**src/rtl/uart_rx_oversampled_pkg.sv**
```systemverilog
// Shared definitions for the oversampled 8N1 UART receiver: FSM states, frame
// width and the tick-divider calculation.
package uart_rx_oversampled_pkg;

  localparam int DATA_BITS = 8;

  typedef enum logic [2:0] {
    ST_IDLE  = 3'd0,
    ST_START = 3'd1,
    ST_DATA  = 3'd2,
    ST_STOP  = 3'd3,
    ST_WAIT  = 3'd4
  } rx_state_e;

  // Clocks per sample tick; never below one so the divider always runs.
  function automatic int calc_div(input int clk_hz, input int baud, input int os);
    int d;
    d = clk_hz / (baud * os);
    return (d < 1) ? 1 : d;
  endfunction

endpackage

```
**src/rtl/uart_rx_oversampled_tick.sv**
```systemverilog
// Free-running divider producing one sample tick every DIV clocks
// (OVERSAMPLE ticks per serial bit).
module oversample_tick
  import uart_rx_oversampled_pkg::*;
#(
  parameter int baudRate       = 100,
  parameter int clockFrequency = 50000000,
  parameter int OVERSAMPLE     = 16
) (
  input  logic clock,
  input  logic reset,
  output logic tick
);

  localparam int DIV = calc_div(clockFrequency, baudRate, OVERSAMPLE);
  localparam int CW  = $clog2(DIV + 1);
  localparam logic [CW-1:0] DIV_LAST = CW'(DIV - 1);

  logic [CW-1:0] cnt_q, cnt_d;

  assign tick  = (cnt_q == DIV_LAST);
  assign cnt_d = tick ? '0 : cnt_q + CW'(1);

  always_ff @(posedge clock or negedge reset) begin
    if (!reset) cnt_q <= '0;
    else        cnt_q <= cnt_d;
  end

endmodule

```
**src/rtl/uart_rx_oversampled.sv**
```systemverilog
// 8N1 UART receiver: 2-flop synchronizer, mid-bit sampling at OVERSAMPLE x baud,
// registered rxValid / frameError pulses one clock after the mid-stop sample.
module uart_rx_oversampled
  import uart_rx_oversampled_pkg::*;
#(
  parameter int baudRate       = 100,
  parameter int clockFrequency = 50000000,
  parameter int OVERSAMPLE     = 16
) (
  input  logic       clock,
  input  logic       reset,
  input  logic       rxSerialIn,
  output logic [7:0] rxDataOut,
  output logic       rxValid,
  output logic       frameError,
  output logic       rxBusy
);

  localparam int SCW = $clog2(OVERSAMPLE);
  localparam logic [SCW-1:0] SC_HALF = SCW'(OVERSAMPLE / 2 - 1);
  localparam logic [SCW-1:0] SC_LAST = SCW'(OVERSAMPLE - 1);
  localparam logic [2:0]     BIT_LAST = 3'(DATA_BITS - 1);

  logic                 tick;
  logic                 sync1_q, sync2_q, rxs;
  rx_state_e            state_q, state_d;
  logic [SCW-1:0]       sc_q, sc_d;
  logic [2:0]           bit_q, bit_d;
  logic [DATA_BITS-1:0] shift_q, shift_d, data_q, data_d;
  logic                 valid_q, valid_d, ferr_q, ferr_d;
  logic                 at_half, at_last;

  oversample_tick #(
    .baudRate      (baudRate),
    .clockFrequency(clockFrequency),
    .OVERSAMPLE    (OVERSAMPLE)
  ) u_tick (
    .clock(clock),
    .reset(reset),
    .tick (tick)
  );

  // Synchronizer presets to the idle-high line level.
  always_ff @(posedge clock or negedge reset) begin
    if (!reset) begin
      sync1_q <= 1'b1;
      sync2_q <= 1'b1;
    end else begin
      sync1_q <= rxSerialIn;
      sync2_q <= sync1_q;
    end
  end

  assign rxs     = sync2_q;
  assign at_half = tick && (sc_q == SC_HALF);
  assign at_last = tick && (sc_q == SC_LAST);

  always_ff @(posedge clock or negedge reset) begin
    if (!reset) begin
      state_q <= ST_IDLE;
      sc_q    <= '0;
      bit_q   <= '0;
      shift_q <= '0;
      data_q  <= '0;
      valid_q <= 1'b0;
      ferr_q  <= 1'b0;
    end else begin
      state_q <= state_d;
      sc_q    <= sc_d;
      bit_q   <= bit_d;
      shift_q <= shift_d;
      data_q  <= data_d;
      valid_q <= valid_d;
      ferr_q  <= ferr_d;
    end
  end

  always_comb begin
    state_d = state_q;
    if (tick) begin
      case (state_q)
        ST_IDLE:  if (!rxs) state_d = ST_START;
        ST_START: if (at_half) state_d = rxs ? ST_IDLE : ST_DATA;
        ST_DATA:  if (at_last && (bit_q == BIT_LAST)) state_d = ST_STOP;
        ST_STOP:  if (at_last) state_d = rxs ? ST_IDLE : ST_WAIT;
        ST_WAIT:  if (rxs) state_d = ST_IDLE;
        default:  state_d = ST_IDLE;
      endcase
    end
  end

  always_comb begin
    sc_d    = sc_q;
    bit_d   = bit_q;
    shift_d = shift_q;
    data_d  = data_q;
    valid_d = 1'b0;
    ferr_d  = 1'b0;
    case (state_q)
      ST_IDLE: begin
        sc_d  = '0;
        bit_d = '0;
      end
      ST_START: begin
        if (tick) sc_d = at_half ? '0 : sc_q + SCW'(1);
      end
      ST_DATA: begin
        if (at_last) begin
          sc_d           = '0;
          shift_d[bit_q] = rxs;
          bit_d          = bit_q + 3'd1;
        end else if (tick) begin
          sc_d = sc_q + SCW'(1);
        end
      end
      ST_STOP: begin
        if (at_last) begin
          sc_d = '0;
          if (rxs) begin
            data_d  = shift_q;
            valid_d = 1'b1;
          end else begin
            ferr_d = 1'b1;
          end
        end else if (tick) begin
          sc_d = sc_q + SCW'(1);
        end
      end
      default: ;
    endcase
  end

  assign rxDataOut  = data_q;
  assign rxValid    = valid_q;
  assign frameError = ferr_q;
  assign rxBusy     = (state_q != ST_IDLE);

endmodule

```
**config.mk**
```make
export PLATFORM = sky130hd
export DESIGN_NAME = uart_rx_oversampled
export DESIGN_NICKNAME = d
export VERILOG_FILES = /design/src/rtl/uart_rx_oversampled_pkg.sv /design/src/rtl/uart_rx_oversampled_tick.sv /design/src/rtl/uart_rx_oversampled.sv
export SDC_FILE = /design/constraint.sdc
export NUM_CORES = 1
export LEC_CHECK = 0
export ABC_AREA = 1
export CORE_MARGIN = 4
export CORE_UTILIZATION = 40
export CTS_CLUSTER_DIAMETER = 120
export DETAILED_ROUTE_END_ITERATION = 12
export PLACE_DENSITY_LB_ADDON = 0.05
export SLEW_MARGIN = 0
export SYNTH_ARGS = -nofsm -noshare
export SYNTH_HDL_FRONTEND = slang
export SYNTH_SLANG_ARGS = --single-unit
```
**constraint.sdc**
```tcl
create_clock -name clock -period 2 [get_ports clock]
set_input_delay 0.4 -clock clock [delete_from_list [all_inputs] [get_ports clock]]
set_output_delay 0.4 -clock clock [all_outputs]
set_load 0.01 [all_outputs]
```
# --- After elaboration in Yosys (flattened, before gate mapping) ---
# Index checks and enable logic that the tools add are counted.
totals:
  word_cells: 70
  reg_bits: 45
classes:
  muxes: 25
  n_reduce_logical: 14
  n_eq_ne: 16
  order_cmp: 2
  add_sub_neg: 3
op_table:
  columns: ["op", "count"]
  rows:
  - ["2-to-1 mux 3 bit", 7]
  - ["2-to-1 mux 4 bit", 4]
  - ["adder 15 x 1 -> 15 bit, second input constant", 1]
  - ["equality test 15 bit, second input constant", 1]
  - ["2-to-1 mux 15 bit", 1]
  - ["one-hot mux 3 bit (5 select lines)", 1]
  - ["inequality test 2 bit, second input constant", 7]
  - ["one-hot mux 4 bit (3 select lines)", 1]
  - ["bitwise mux 8 bit", 1]
  - ["2-to-1 mux 1 bit", 7]
  - ["equality test 3 x 2 -> 1 bit, second input constant", 2]
  - ["equality test 3 bit, second input constant", 2]
  - ["one-hot mux 3 bit (2 select lines)", 1]
  - ["AND reduction 3 bit", 2]
  - ["AND reduction 6 bit", 1]
  - ["nonzero test 3 bit", 2]
  - ["adder 4 x 1 -> 4 bit, second input constant", 1]
  - ["equality test 4 x 3 -> 1 bit, second input constant", 1]
  - ["equality test 4 bit, second input constant", 1]
  - ["logical AND 1 bit", 4]
  - ["< comparator 3 x 4 -> 1 bit, second input constant", 1]
  - ["AND reduction 2 bit", 2]
  - ["adder 3 x 1 -> 3 bit, second input constant", 1]
  - ["demux 1 bit (select 3 bit)", 1]
  - ["other kinds (7)", 7]

# --- Logic depth before layout (Yosys ltp) ---
# Gate-level depths: netlist of run 1.
depth:
  ltp_word: 5
  ltp_mapped: 12
  mapped_depth_nobuf: 12

# --- By module ---
# Synthesis of run 1 repeated with hierarchy kept, for this count alone.
unflattened:
  cells_unflattened: 275
  area_unflattened_um2: 2294.7
by_module_without_submodules:
  columns: ["module", "n_inst", "cells_per_inst", "area_per_inst_um2"]
  rows:
  - ["uart_rx_oversampled", 1, 164, 1440.1]
  - ["oversample_tick", 1, 111, 854.6]

# --- Worst setup path after synthesis of run 1 ---
# No wires, ideal clock.
synth_timing:
  path_kind: "reg-to-reg"
  from: "register u_tick.cnt_q[1]"
  to: "register state_q[2]"
  arrival_ns: 1.364
  slack_ns: 0.519
  path_stages_with_launch: 12
  path_buffers: 0
  synth_period_minus_slack_ns: 1.481
  setup_ns: 0.117
  cell_sequence: "dfrtp_1 inv_1 ha_1 inv_1 nor2_1 nand2_1 nor2_2 nand2_4 nor2_4 nand3_2 nand2_1 nand2_1"
synth_via:
  elab_chain_cells: 5
  elab_cells_between_ends: 8
  classes_between: "eq/ne: 4; reduce/logical: 4"
synth_lines:
  columns: ["element", "line_no", "rtl"]
  rows:
  - ["from (decl)", "uart_rx_oversampled_tick.sv:19", "logic [CW-1:0] cnt_q, cnt_d;"]
  - ["from (signal assigned)", "uart_rx_oversampled_tick.sv:26", "else cnt_q <= cnt_d;"]
  - ["equality test 15 bit (*)", "uart_rx_oversampled_tick.sv:21", "assign tick = (cnt_q == DIV_LAST);"]
  - ["logical AND 1 bit", "uart_rx_oversampled.sv:56", "assign at_last = tick && (sc_q == SC_LAST);"]
  - ["logical AND 1 bit", "uart_rx_oversampled.sv:84", "ST_DATA: if (at_last && (bit_q == BIT_LAST)) state_d = ST_STOP;"]
  - ["inequality test 2 bit (no line)", null, null]
  - ["AND reduction 6 bit (no line) (*)", null, null]
  - ["to (signal assigned)", "uart_rx_oversampled.sv:68", "state_q <= state_d;"]
  - ["to (decl)", "uart_rx_oversampled.sv:26", "rx_state_e state_q, state_d;"]
# Every way passes the cells marked *; elsewhere a longest branch is shown, timed or not.
# A chain may end at the register's enable or synchronous reset.

# --- Worst setup path after layout of run 1 ---
layout_timing:
  from: "register state_q[2]"
  to: "output port rxBusy"
layout_via:
  elab_chain_cells: 1
layout_lines:
  columns: ["element", "line_no", "rtl"]
  rows:
  - ["nonzero test 3 bit", "uart_rx_oversampled.sv:136", "assign rxBusy = (state_q != ST_IDLE);"]
  - ["to (decl)", "uart_rx_oversampled.sv:16", "output logic rxBusy"]
# No other way between the ends.

==> flow_metrics.tcl, run 1 <==
set metrics [dict create \
    final.setup.tns_ps 0 \
    yosys-top-cells-count "sky130_fd_sc_hd__nand2_1, sky130_fd_sc_hd__dfrtp_1, sky130_fd_sc_hd__nor2_1, sky130_fd_sc_hd__inv_1, sky130_fd_sc_hd__nand3_1" \
    grt_antenna_before_repair 0 \
    maxSlewHeadroom 0.674 \
    cts.root.buffer_cell "sky130_fd_sc_hd__clkbuf_8" \
    buffer_ports.inserted 13 \
    synthesis.area_sq_um 2470 \
    coreArea_sq_um 5960 \
    layout.cells.non_filler 399 \
    timing.final.hold_violations 0 \
    dp_slack_ps 338 \
    synthTopCellsByArea "sky130_fd_sc_hd__dfrtp_1, sky130_fd_sc_hd__nand2_1, sky130_fd_sc_hd__nor2_1" \
    clock_latency_ps 290 \
    finalWirelength_mm 4.53 \
    num_io_pins 14 \
    layout.cell_area.non_filler_sq_um 2840 \
    area_post_placement_sq_um 2720 \
    hpwl_mm 3.55 \
    insertedDiodeCount 0 \
    status "finished, final reports clean" \
    detailedRoute.firstIterationViolations 75 \
    grt_use_total 0.139 \
    route.detailed.wl_per_inst_microns 11.4 \
    maximum_number_of_pins_on_one_net_before_global_route_repair 27 \
    report.final.setup_viol 0 \
    die_w_microns 86.6 \
    end_kind "output pin" \
    yosysSeqAreaShare 0.457 \
    avgViaCountPerCell 4.62 \
    met1_layer_wirelength_in_the_final_routing_mm 2.29 \
    synthMostInstantiatedCell "sky130_fd_sc_hd__nand2_1" \
    setup_slack_ps 120 \
    shortest_clock_period_the_worst_path_allows_after_layout_ps 1880 \
    critical_path.slowest_cell "sky130_fd_sc_hd__clkdlybuf4s50_1" \
    tightest_slew_ps 489 \
    ir_drop_mv 0.305 \
    leakage_nw 1.43 \
    share_of_the_synthesized_area_in_the_top_cell_type 0.436 \
    total_met2_wirelength_after_detailed_routing_mm 2.03 \
    vias_in_the_first_global_route 1726 \
    start_kind "register" \
    place_congestion 0.792 \
    route.detailed.drc 0 \
    unrepaired_setup_endpoints_after_global_routing "no" \
    die_height_microns 86.6 \
    post_cts.repair.setup_buffers 0 \
    top_layer "met4" \
    min_path_type "primary input to asynchronous set/reset pin" \
    row_count 28 \
    floorplan.die_area_sq_um 7490 \
    critical_path.max_fanout 7 \
    async_reset_ff_frac 1.00 \
    fin_worst_skew_ps 6.32 \
    commonest_register_cell_after_synthesis "sky130_fd_sc_hd__dfrtp_1" \
    drt-pass1-iter-count 4 \
    clkSlewWorstSetupHoldPaths_ps 80 \
    crit_path_max_cell_delay_ps 540 \
    synth_top_area_cell "sky130_fd_sc_hd__dfrtp_1" \
    crit_chain "inv_1 -> nand2_1 -> clkdlybuf4s50_1" \
    synth-edff-count 0 \
    globalRoute.totalOverflow 0 \
    initial_utilization 0.414 \
    netlist_instances 301 \
    finalPower_mw 1.65 \
    placed_cells_incl_taps 391 \
    timing.critical_path.required_ps 1600 \
    final_net_count 331 \
    clockBufferDepth 2 \
    synth.ff_latch_count 45 \
    cp_data_arrival_time_ps 1480 \
    crit_type "register to output pin" \
    tritoncts_buffers 5 \
    global_route_wire_length_before_repair_mm 8.18 \
    final_layout_size_suffix_gt1_frac 0.194 \
    synthesis.area_per_instance_sq_um 8.20 \
    fin_crit_sh 0.940 \
    cts_tree "built" \
    detail-route-antenna-nets 0 \
    achievable-frequency_mhz 532 \
    max_cap_violations 0 \
    syn_nets 309 \
    powerDensity_nw_per_um2 581 \
    cts_hold_repair.buffers 0 \
    synth.lib_cells_used.distinct 29 \
    yosys_warnings 0 \
    via_count 1843 \
    final_max_slew_viols 0 \
    dr_wl_met3_microns 147 \
    area_growth_pct 14.9 \
    cts.sinks 45 \
    htreeDepth 2 \
]
==> power by group <==
part           leakage [nW]  switching, mW  internal, mW
registers             0.606        0.00266         0.913
clock network        0.0585          0.295         0.407
logic                 0.770         0.0229       0.00746
==> worst max-delay path, delay by kind of cell (launching register included) <==
| family | cells | cell delay, ps |
|---|---|---|
| AND/OR/NAND/NOR | 1 | 90 |
| buffers and inverters | 2 | 640 |
| flip-flops | 1 | 460 |
==> registers in the layout, summed over array words and instances, names as in the netlist <==
register	count
frameError	1
rxs	1
sync1_q	1
bit_q	3
shift_q	8
sc_q	4
u_tick.cnt_q	15
rxDataOut	8
state_q	3
rxValid	1
==> layout by cell type (no fill, tap or decap), drive strengths merged <==
master	instances
a21oi	4
nor3	5
dfrtp	43
clkdlybuf4s50	12
nand3	25
bufinv	1
clkinv	2
nand2	99
ha	5
dfstp	2
nor2	49
xor2	4
clkbuf	7
inv	37
o21ai	12
xnor2	3
nand4	9
or2	1
a31oi	1
buf	3
==> worst paths after layout <==
check	slack [ps]	cells after the start	start	endpoint
setup / recovery	120	3	state_q[2]$_DFFE_PN0P_	rxBusy
hold / removal	60	1	reset	u_tick.cnt_q[4]$_DFF_PN0_
setup reg to reg	340	11	u_tick.cnt_q[1]$_DFF_PN0_	sc_q[1]$_DFFE_PN0P_
hold reg to reg	360	0	sync1_q$_DFF_PN1_	rxs$_DFF_PN1_
max in group asynchronous	1360	2	reset	rxs$_DFF_PN1_
min in group clock	360	0	sync1_q$_DFF_PN1_	rxs$_DFF_PN1_
==> final cells by class <==
| type | count | area, sq um |
|---|---|---|
| Fill cell | 626 | 3120 |
| Tap cell | 75 | 93.8 |
| Multi-Input combinational cell | 217 | 1190 |
| Inverter | 39 | 154 |
| Clock buffer | 7 | 86.3 |
| Timing Repair Buffer | 15 | 153 |
| Clock inverter | 1 | 30.0 |
| Sequential cell | 45 | 1130 |
==> layer usage <==
| metal | GRT usage | vias up |
|---|---|---|
| met1 | 0.198 | 823 |
| met5 | 0 | - |
| met2 | 0.208 | 23 |
| li1 | - | 992 |
| met4 | 0.0425 | 0 |
| met3 | 0.0342 | 5 |
==> kinds of logic (layout without fill, tap and decap cells) <==
group | count (synthesis) | in the layout | share of synthesized area
simple gates | 188 | 188 | 0.391
flops | 45 | 45 | 0.457
xor+xnor | 7 | 7 | 0.0248
compound gates | 17 | 17 | 0.0395
fa+ha+maj | 5 | 5 | 0.0253
buf+inv | 39 | 62 | 0.0623
==> through the flow <==
stage           util  hold WS, ps
2_1_floorplan      -          104
3_3_place_gp   0.456          347
6_report       0.476         55.8
4_1_cts        0.475         71.1
5_1_grt        0.476         72.9
3_5_place_dp   0.456          348
==> timing repair <==
action | in CTS | in global routing
setup endpoints to repair | 0 | 1
gates resized for setup | 0 | 2
hold endpoints to repair | 0 | 0
Note: power is estimated with default switching activity, not from simulation.
==> run 2: changes to the inputs <==
--- a/config.mk
+++ b/config.mk
@@ -6,6 +6,8 @@
 export NUM_CORES = 1
 export LEC_CHECK = 0
 export ABC_AREA = 1
+export CELL_PAD_IN_SITES_DETAIL_PLACEMENT = 1
+export CELL_PAD_IN_SITES_GLOBAL_PLACEMENT = 1
 export CORE_MARGIN = 4
 export CORE_UTILIZATION = 40
 export CTS_CLUSTER_DIAMETER = 120
==> run 2 against run 1 <==
Against the previous run:
- flip-flop and latch count unchanged
- routed wire length increased by 15%
- non-clock buffer count increased by 1
- clock-buffer cell count decreased by 2
- die area unchanged
- register-to-register slack about the same
- fmax decreased by 1.1%
==> flow_metrics.tcl, run 2 (synthesis results as in run 1) <==
set metrics [dict create \
    status "finished, final reports clean" \
    finalHoldWorstSlack_ps 18.4 \
    globalRoute.totalOverflow 0 \
    die_height_microns 86.6 \
    share_of_total_power_in_combinational_logic 0.018 \
    clockBufferDepth 2 \
    fillers 739 \
    pwr-share-clk 0.463 \
    tightest_slew_ps 403 \
    fin_crit_sh 0.950 \
    area_post_placement_sq_um 2720 \
    initial_utilization 0.414 \
    power.switching_fraction 0.197 \
    floorplan.die_area_sq_um 7490 \
    timing.critical_path.required_ps 1600 \
    tritoncts_buffers 5 \
    max_cap_violations 0 \
    layout.cell_area.non_filler_sq_um 2860 \
    cts_tree "built" \
    timing.final.hold_violations 0 \
    fin_worst_skew_ps 5.06 \
    placed_cells_incl_taps 392 \
    cp_data_arrival_time_ps 1500 \
    leakage_nw 1.45 \
    grt_use_total 0.155 \
    final.setup.tns_ps 0 \
    ff2ff_path_depth 11 \
    worst-r2r-setup-slack_ps 330 \
    insertedDiodeCount 0 \
    via_count 1899 \
    vias_in_the_first_global_route 1957 \
    clkSlewWorstSetupHoldPaths_ps 90 \
    final_net_count 332 \
    route.detailed.drc 0 \
    global_route_wire_length_before_repair_mm 9.23 \
    start_kind "register" \
    crit_chain "inv_1 -> nand2_1 -> clkdlybuf4s50_1" \
    maxSlewHeadroom 0.731 \
    htreeDepth 2 \
    critical_path.slowest_cell "sky130_fd_sc_hd__clkdlybuf4s50_1" \
    cts_hold_repair.buffers 0 \
    seq_power_share 0.519 \
    detail-route-antenna-nets 0 \
    drt-pass1-iter-count 4 \
    critical_path.max_fanout 7 \
    finalWirelength_mm 5.22 \
    netSwitchingPower_mw 0.347 \
    route.detailed.wl_per_inst_microns 13.1 \
    worst-path-buf-inv 2 \
    max_reg_flops 15 \
    commonest_non_fill_non_tap_cells_in_the_layout "sky130_fd_sc_hd__nand2_1, sky130_fd_sc_hd__dfrtp_1, sky130_fd_sc_hd__nor2_1, sky130_fd_sc_hd__inv_1, sky130_fd_sc_hd__nand3_1" \
    cts.sinks 45 \
    shortest_clock_period_the_worst_path_allows_after_layout_ps 1900 \
    internal_power_mw 1.42 \
    grt_antenna_before_repair 0 \
    final_max_slew_viols 0 \
    hpwl_mm 4.11 \
    r2r_end "sc_q[0]$_DFFE_PN0P_" \
    unrepaired_setup_endpoints_after_global_routing "no" \
    num_io_pins 14 \
    leading_cell_type_in_the_layout_fill_and_taps_excluded "sky130_fd_sc_hd__nand2_1" \
    path_delay_family "buffers and inverters" \
    crit_path_max_cell_delay_ps 540 \
    cts.root.buffer_cell "sky130_fd_sc_hd__clkbuf_8" \
    layout.cells.non_filler 400 \
    area_growth_pct 15.9 \
    coreArea_sq_um 5960 \
    achievable-frequency_mhz 526 \
    report.final.setup_viol 0 \
    final_layout_size_suffix_gt1_frac 0.200 \
    buffer_ports.inserted 13 \
    timing.rr.start "u_tick.cnt_q[1]$_DFF_PN0_" \
    place_congestion 0.759 \
    crit_type "register to output pin" \
    top_register "u_tick.cnt_q" \
    min_path_type "primary input to asynchronous set/reset pin" \
    end_kind "output pin" \
    detailedRoute.firstIterationViolations 68 \
    powerDensity_nw_per_um2 617 \
    clock_latency_ps 300 \
    ir_drop_mv 0.240 \
    row_count 28 \
    avgViaCountPerCell 4.75 \
    maximum_number_of_pins_on_one_net_before_global_route_repair 22 \
    die_w_microns 86.6 \
]
==> run 2: area by class of cell <==
class                           count  area [sq um]  share of cell area
Sequential cell                    45          1130               0.395
Timing Repair Buffer               16           160              0.0560
Clock buffer                        5          68.8              0.0241
Inverter                           39           154              0.0538
Multi-Input combinational cell    217          1190               0.416
Tap cell                           75          93.8              0.0328
Clock inverter                      3          65.1              0.0227
==> run 2: power by group through the flow <==
stage	Clock [mW]	Combinational, mW	Sequential, mW
global route	0.880	0.0380	0.916
CTS	0.849	0.0348	0.916
global placement	0	0.0346	0.933
floorplan	0	0.00447	0.932
finish	0.816	0.0326	0.916
detailed placement	0	0.0347	0.934
==> run 2: stage by stage <==
step / power [mW] / utilization / worst slack [ps]
global placement: 0.968 / 0.457 / 324
floorplan: 0.937 / - / 519
detailed placement: 0.968 / 0.457 / 325
finish: 1.76 / 0.480 / 99.3
global route: 1.83 / 0.480 / 20.4
CTS: 1.80 / 0.480 / 46.1
==> run 2: repair_timing <==
item	4_1_cts	5_1_grt
setup endpoints to repair	1	1
hold endpoints to repair	0	0
gates resized for setup	1	1
setup buffers	0	0
pin swaps	0	0
==> run 2: metal layers <==
| layer | vias to the layer above | wire length (microns) | GRT usage |
|---|---|---|---|
| li1 | 993 | - | - |
| met1 | 883 | 2600 | 0.210 |
| met2 | 15 | 2420 | 0.250 |
| met3 | 8 | 127 | 0.0314 |
| met4 | 0 | 76 | 0.0510 |
| met5 | - | 0 | 0 |
==> run 2: worst max path at each step <==
stage,from,cells after the start,to,slack [ps]
after floorplan,u_tick.cnt_q[1]$_DFF_PN0_,11,state_q[2]$_DFFE_PN0P_,520
after global placement,state_q[2]$_DFFE_PN0P_,3,rxBusy,320
after detailed placement,state_q[2]$_DFFE_PN0P_,3,rxBusy,320
after CTS,state_q[0]$_DFFE_PN0P_,3,rxBusy,50
after global routing,state_q[2]$_DFFE_PN0P_,3,rxBusy,20
final,state_q[2]$_DFFE_PN0P_,3,rxBusy,100
==> run 3: changes to the inputs <==
--- a/config.mk
+++ b/config.mk
@@ -5,7 +5,6 @@
 export SDC_FILE = /design/constraint.sdc
 export NUM_CORES = 1
 export LEC_CHECK = 0
-export ABC_AREA = 1
 export CELL_PAD_IN_SITES_DETAIL_PLACEMENT = 1
 export CELL_PAD_IN_SITES_GLOBAL_PLACEMENT = 1
 export CORE_MARGIN = 4
==> constraint.sdc (replaced) <==
create_clock -name clock -period 2.1 [get_ports clock]
set_input_delay 0.42 -clock clock [delete_from_list [all_inputs] [get_ports clock]]
set_output_delay 0.42 -clock clock [all_outputs]
set_load 0.01 [all_outputs]
==> run 3 against run 2 <==
Against the previous run:
- clock skew is 5.8 ps higher
- core utilization is 3.4 points higher
- combinational power is 23% lower
- power is 11% lower
- cell area is 5.9% lower
- critical path type is now register to register
- largest power group unchanged
==> flow_metrics.tcl, run 3 <==
set metrics [dict create \
    die_height_microns 82.3 \
    area_growth_pct 21.8 \
    layout.cell_area.non_filler_sq_um 2690 \
    insertedDiodeCount 0 \
    total_met2_wirelength_after_detailed_routing_mm 2.67 \
    commonest_register_cell_after_synthesis "sky130_fd_sc_hd__dfrtp_1" \
    maximum_number_of_pins_on_one_net_before_global_route_repair 25 \
    finalHoldWorstSlack_ps 85.2 \
    row_count 26 \
    crit_path_max_cell_delay_ps 570 \
    min_path_type "primary input to asynchronous set/reset pin" \
    yosys-top-cells-count "sky130_fd_sc_hd__dfrtp_1, sky130_fd_sc_hd__mux2_2, sky130_fd_sc_hd__nand3_1, sky130_fd_sc_hd__nor2_1, sky130_fd_sc_hd__xnor2_1" \
    startpoint "u_tick.cnt_q[3]$_DFF_PN0_" \
    tightest_slew_ps 526 \
    synth.ff_latch_count 45 \
    fillers 559 \
    ir_drop_mv 0.348 \
    status "finished, final reports clean" \
    synth-edff-count 0 \
    hpwl_mm 3.68 \
    fin_crit_sh 0.969 \
    maxSlewHeadroom 0.650 \
    clkSlewWorstSetupHoldPaths_ps 90 \
    cts_tree "built" \
    buffer_ports.inserted 13 \
    timing.rr.start "u_tick.cnt_q[3]$_DFF_PN0_" \
    crit_type "register to register" \
    unrepaired_setup_endpoints_after_global_routing "yes" \
    dr_wl_met3_microns 137 \
    clock_latency_ps 300 \
    tritoncts_buffers 5 \
    yosys-mux-area-fraction 0.0815 \
    grt_antenna_before_repair 0 \
    synth_top_area_cell "sky130_fd_sc_hd__dfrtp_1" \
    timing.critical_path.required_ps 2280 \
    commonest_non_fill_non_tap_cells_in_the_layout "sky130_fd_sc_hd__dfrtp_1, sky130_fd_sc_hd__buf_4, sky130_fd_sc_hd__nand3_1, sky130_fd_sc_hd__mux2_2, sky130_fd_sc_hd__nor2_1" \
    finalWirelength_mm 5.19 \
    avgViaCountPerCell 5.52 \
    cts_hold_repair.buffers 0 \
    synth_xor_area_frac 0.0555 \
    layout.cells.non_filler 296 \
    timing.final.hold_violations 0 \
    via_count 1633 \
    cts.root.buffer_cell "sky130_fd_sc_hd__clkbuf_8" \
    leakage_nw 1.15 \
    vias_in_the_first_global_route 1685 \
    dominant_cell_type_by_count_on_the_critical_path "sky130_fd_sc_hd__or4_4" \
    yosys_warnings 0 \
    clockBufferDepth 2 \
    initial_utilization 0.422 \
    synthesis.area_per_instance_sq_um 11.3 \
    drt-pass1-iter-count 4 \
    route.detailed.wl_per_inst_microns 17.5 \
    synth_compound_gate_area_share 0.0583 \
    area_post_placement_sq_um 2460 \
    yosysSeqAreaShare 0.511 \
    synthTopCellsByArea "sky130_fd_sc_hd__dfrtp_1, sky130_fd_sc_hd__mux2_2, sky130_fd_sc_hd__xnor2_1" \
    syn_nets 204 \
    synthMostInstantiatedCell "sky130_fd_sc_hd__dfrtp_1" \
    final_net_count 233 \
    global_route_wire_length_before_repair_mm 8.36 \
    synth.lib_cells_used.distinct 42 \
    fin_worst_skew_ps 10.9 \
    grt_use_total 0.166 \
    coreArea_sq_um 5240 \
    num_io_pins 14 \
    floorplan.die_area_sq_um 6780 \
    start_kind "register" \
    route.detailed.drc 0 \
    main_combinational_cell_family_by_area_after_synthesis "simple AND/OR/NAND/NOR gates" \
    critical_path.max_fanout 8 \
    detail-route-antenna-nets 0 \
    top_register "u_tick.cnt_q" \
    cts.sinks 45 \
    report.final.setup_viol 0 \
    shortest_clock_period_the_worst_path_allows_after_layout_ps 2040 \
    utilization 0.514 \
    powerDensity_nw_per_um2 584 \
    final_layout_size_suffix_gt1_frac 0.270 \
    crit_chain "or4_4 -> or4_4 -> o211ai_1 -> o31ai_1" \
    detailedRoute.firstIterationViolations 41 \
    leading_cell_type_in_the_layout_fill_and_taps_excluded "sky130_fd_sc_hd__dfrtp_1" \
    max_cap_violations 0 \
    synth_simple_gate_area_share 0.231 \
    async_reset_ff_frac 1.00 \
    globalRoute.totalOverflow 0 \
    place_congestion 0.792 \
    htreeDepth 2 \
    final_max_slew_viols 0 \
    die_w_microns 82.3 \
    synthesis.area_sq_um 2210 \
    worst-path-buf-inv 0 \
    end_kind "register" \
    placed_cells_incl_taps 280 \
    path_delay_family "simple AND/OR/NAND/NOR gates" \
    critical_path.slowest_cell "sky130_fd_sc_hd__or4_4" \
    share_of_the_synthesized_area_in_the_top_cell_type 0.487 \
    achievable-frequency_mhz 491 \
    cp_data_arrival_time_ps 2220 \
    netlist_instances 196 \
    met1_layer_wirelength_in_the_final_routing_mm 2.30 \
    max_reg_flops 15 \
    top_layer "met4" \
    synthAdderAreaFrac 0.0283 \
]
-- run 3: changes by cell type in the layout (fill, tap and decap cells not counted), moves of 8 or more --
cell / change
sky130_fd_sc_hd__mux2_2: +15
sky130_fd_sc_hd__nand2_1: -80
sky130_fd_sc_hd__buf_4: +15
sky130_fd_sc_hd__nor2_4: -8
sky130_fd_sc_hd__xnor2_1: +8
sky130_fd_sc_hd__inv_1: -20
sky130_fd_sc_hd__nor2_1: -20
sky130_fd_sc_hd__inv_2: -9
-- run 3: cell families (layout without fill, tap and decap cells) --
kind of cell | Yosys count | count (layout)
buffers and inverters | 16 | 46
AND/OR/NAND/NOR | 81 | 81
XOR/XNOR | 14 | 14
AO/OA/AOI/OAI | 19 | 19
multiplexers | 16 | 16
adder cells (fa/ha/maj) | 5 | 5
flip-flops | 45 | 45
-- run 3: path summary, 6_finish.rpt --
| kind | endpoint | slack (ps) | depth (start not counted) |
|---|---|---|---|
| worst min register to register | rxs$_DFF_PN1_ | 360 | 0 |
| worst max register to register | bit_q[1]$_DFFE_PN0P_ | 60 | 4 |
| max in group asynchronous | rxs$_DFF_PN1_ | 1420 | 2 |
| min in group clock | rxs$_DFF_PN1_ | 360 | 0 |
| worst max-delay path | bit_q[1]$_DFFE_PN0P_ | 60 | 4 |
| worst min-delay path | shift_q[7]$_DFFE_PN0P_ | 90 | 1 |
-- run 3: layout make-up --
class	count	area (sq um)	area share
Inverter	7	26.3	0.00976
Clock inverter	2	37.5	0.0139
Tap cell	70	87.6	0.0325
Timing Repair Buffer	31	273	0.101
Multi-Input combinational cell	135	1050	0.391
Sequential cell	45	1130	0.421
Clock buffer	6	82.6	0.0307
-- run 3: timing repair --
| action | in CTS | in global routing |
|---|---|---|
| endpoints found under the setup margin | 1 | 16 |
| buffers inserted | 0 | 8 |
| gates resized for setup | 1 | 13 |
| pin swaps | 0 | 1 |
-- run 3: per-layer routing --
layer | vias to the layer above | track usage
li1 | 777 | -
met1 | 830 | 0.207
met2 | 19 | 0.280
met3 | 7 | 0.0369
met4 | 0 | 0.0598
met5 | - | 0
-- run 3: power by group --
part	total [mW]	switching [mW]	leakage, nW	internal, mW
Sequential	0.874	0.00460	0.601	0.869
Clock	0.672	0.285	0.0574	0.387
Combinational	0.0252	0.0183	0.494	0.00690
-- run 3: stage by stage --
step	power, mW	setup WS, ps	setup TNS [ps]
2_1_floorplan	0.891	104	0
3_3_place_gp	0.917	126	0
3_5_place_dp	0.918	14.1	0
4_1_cts	1.60	0.250	0
5_1_grt	1.65	-25.1	-48.6
6_report	1.57	64.6	0
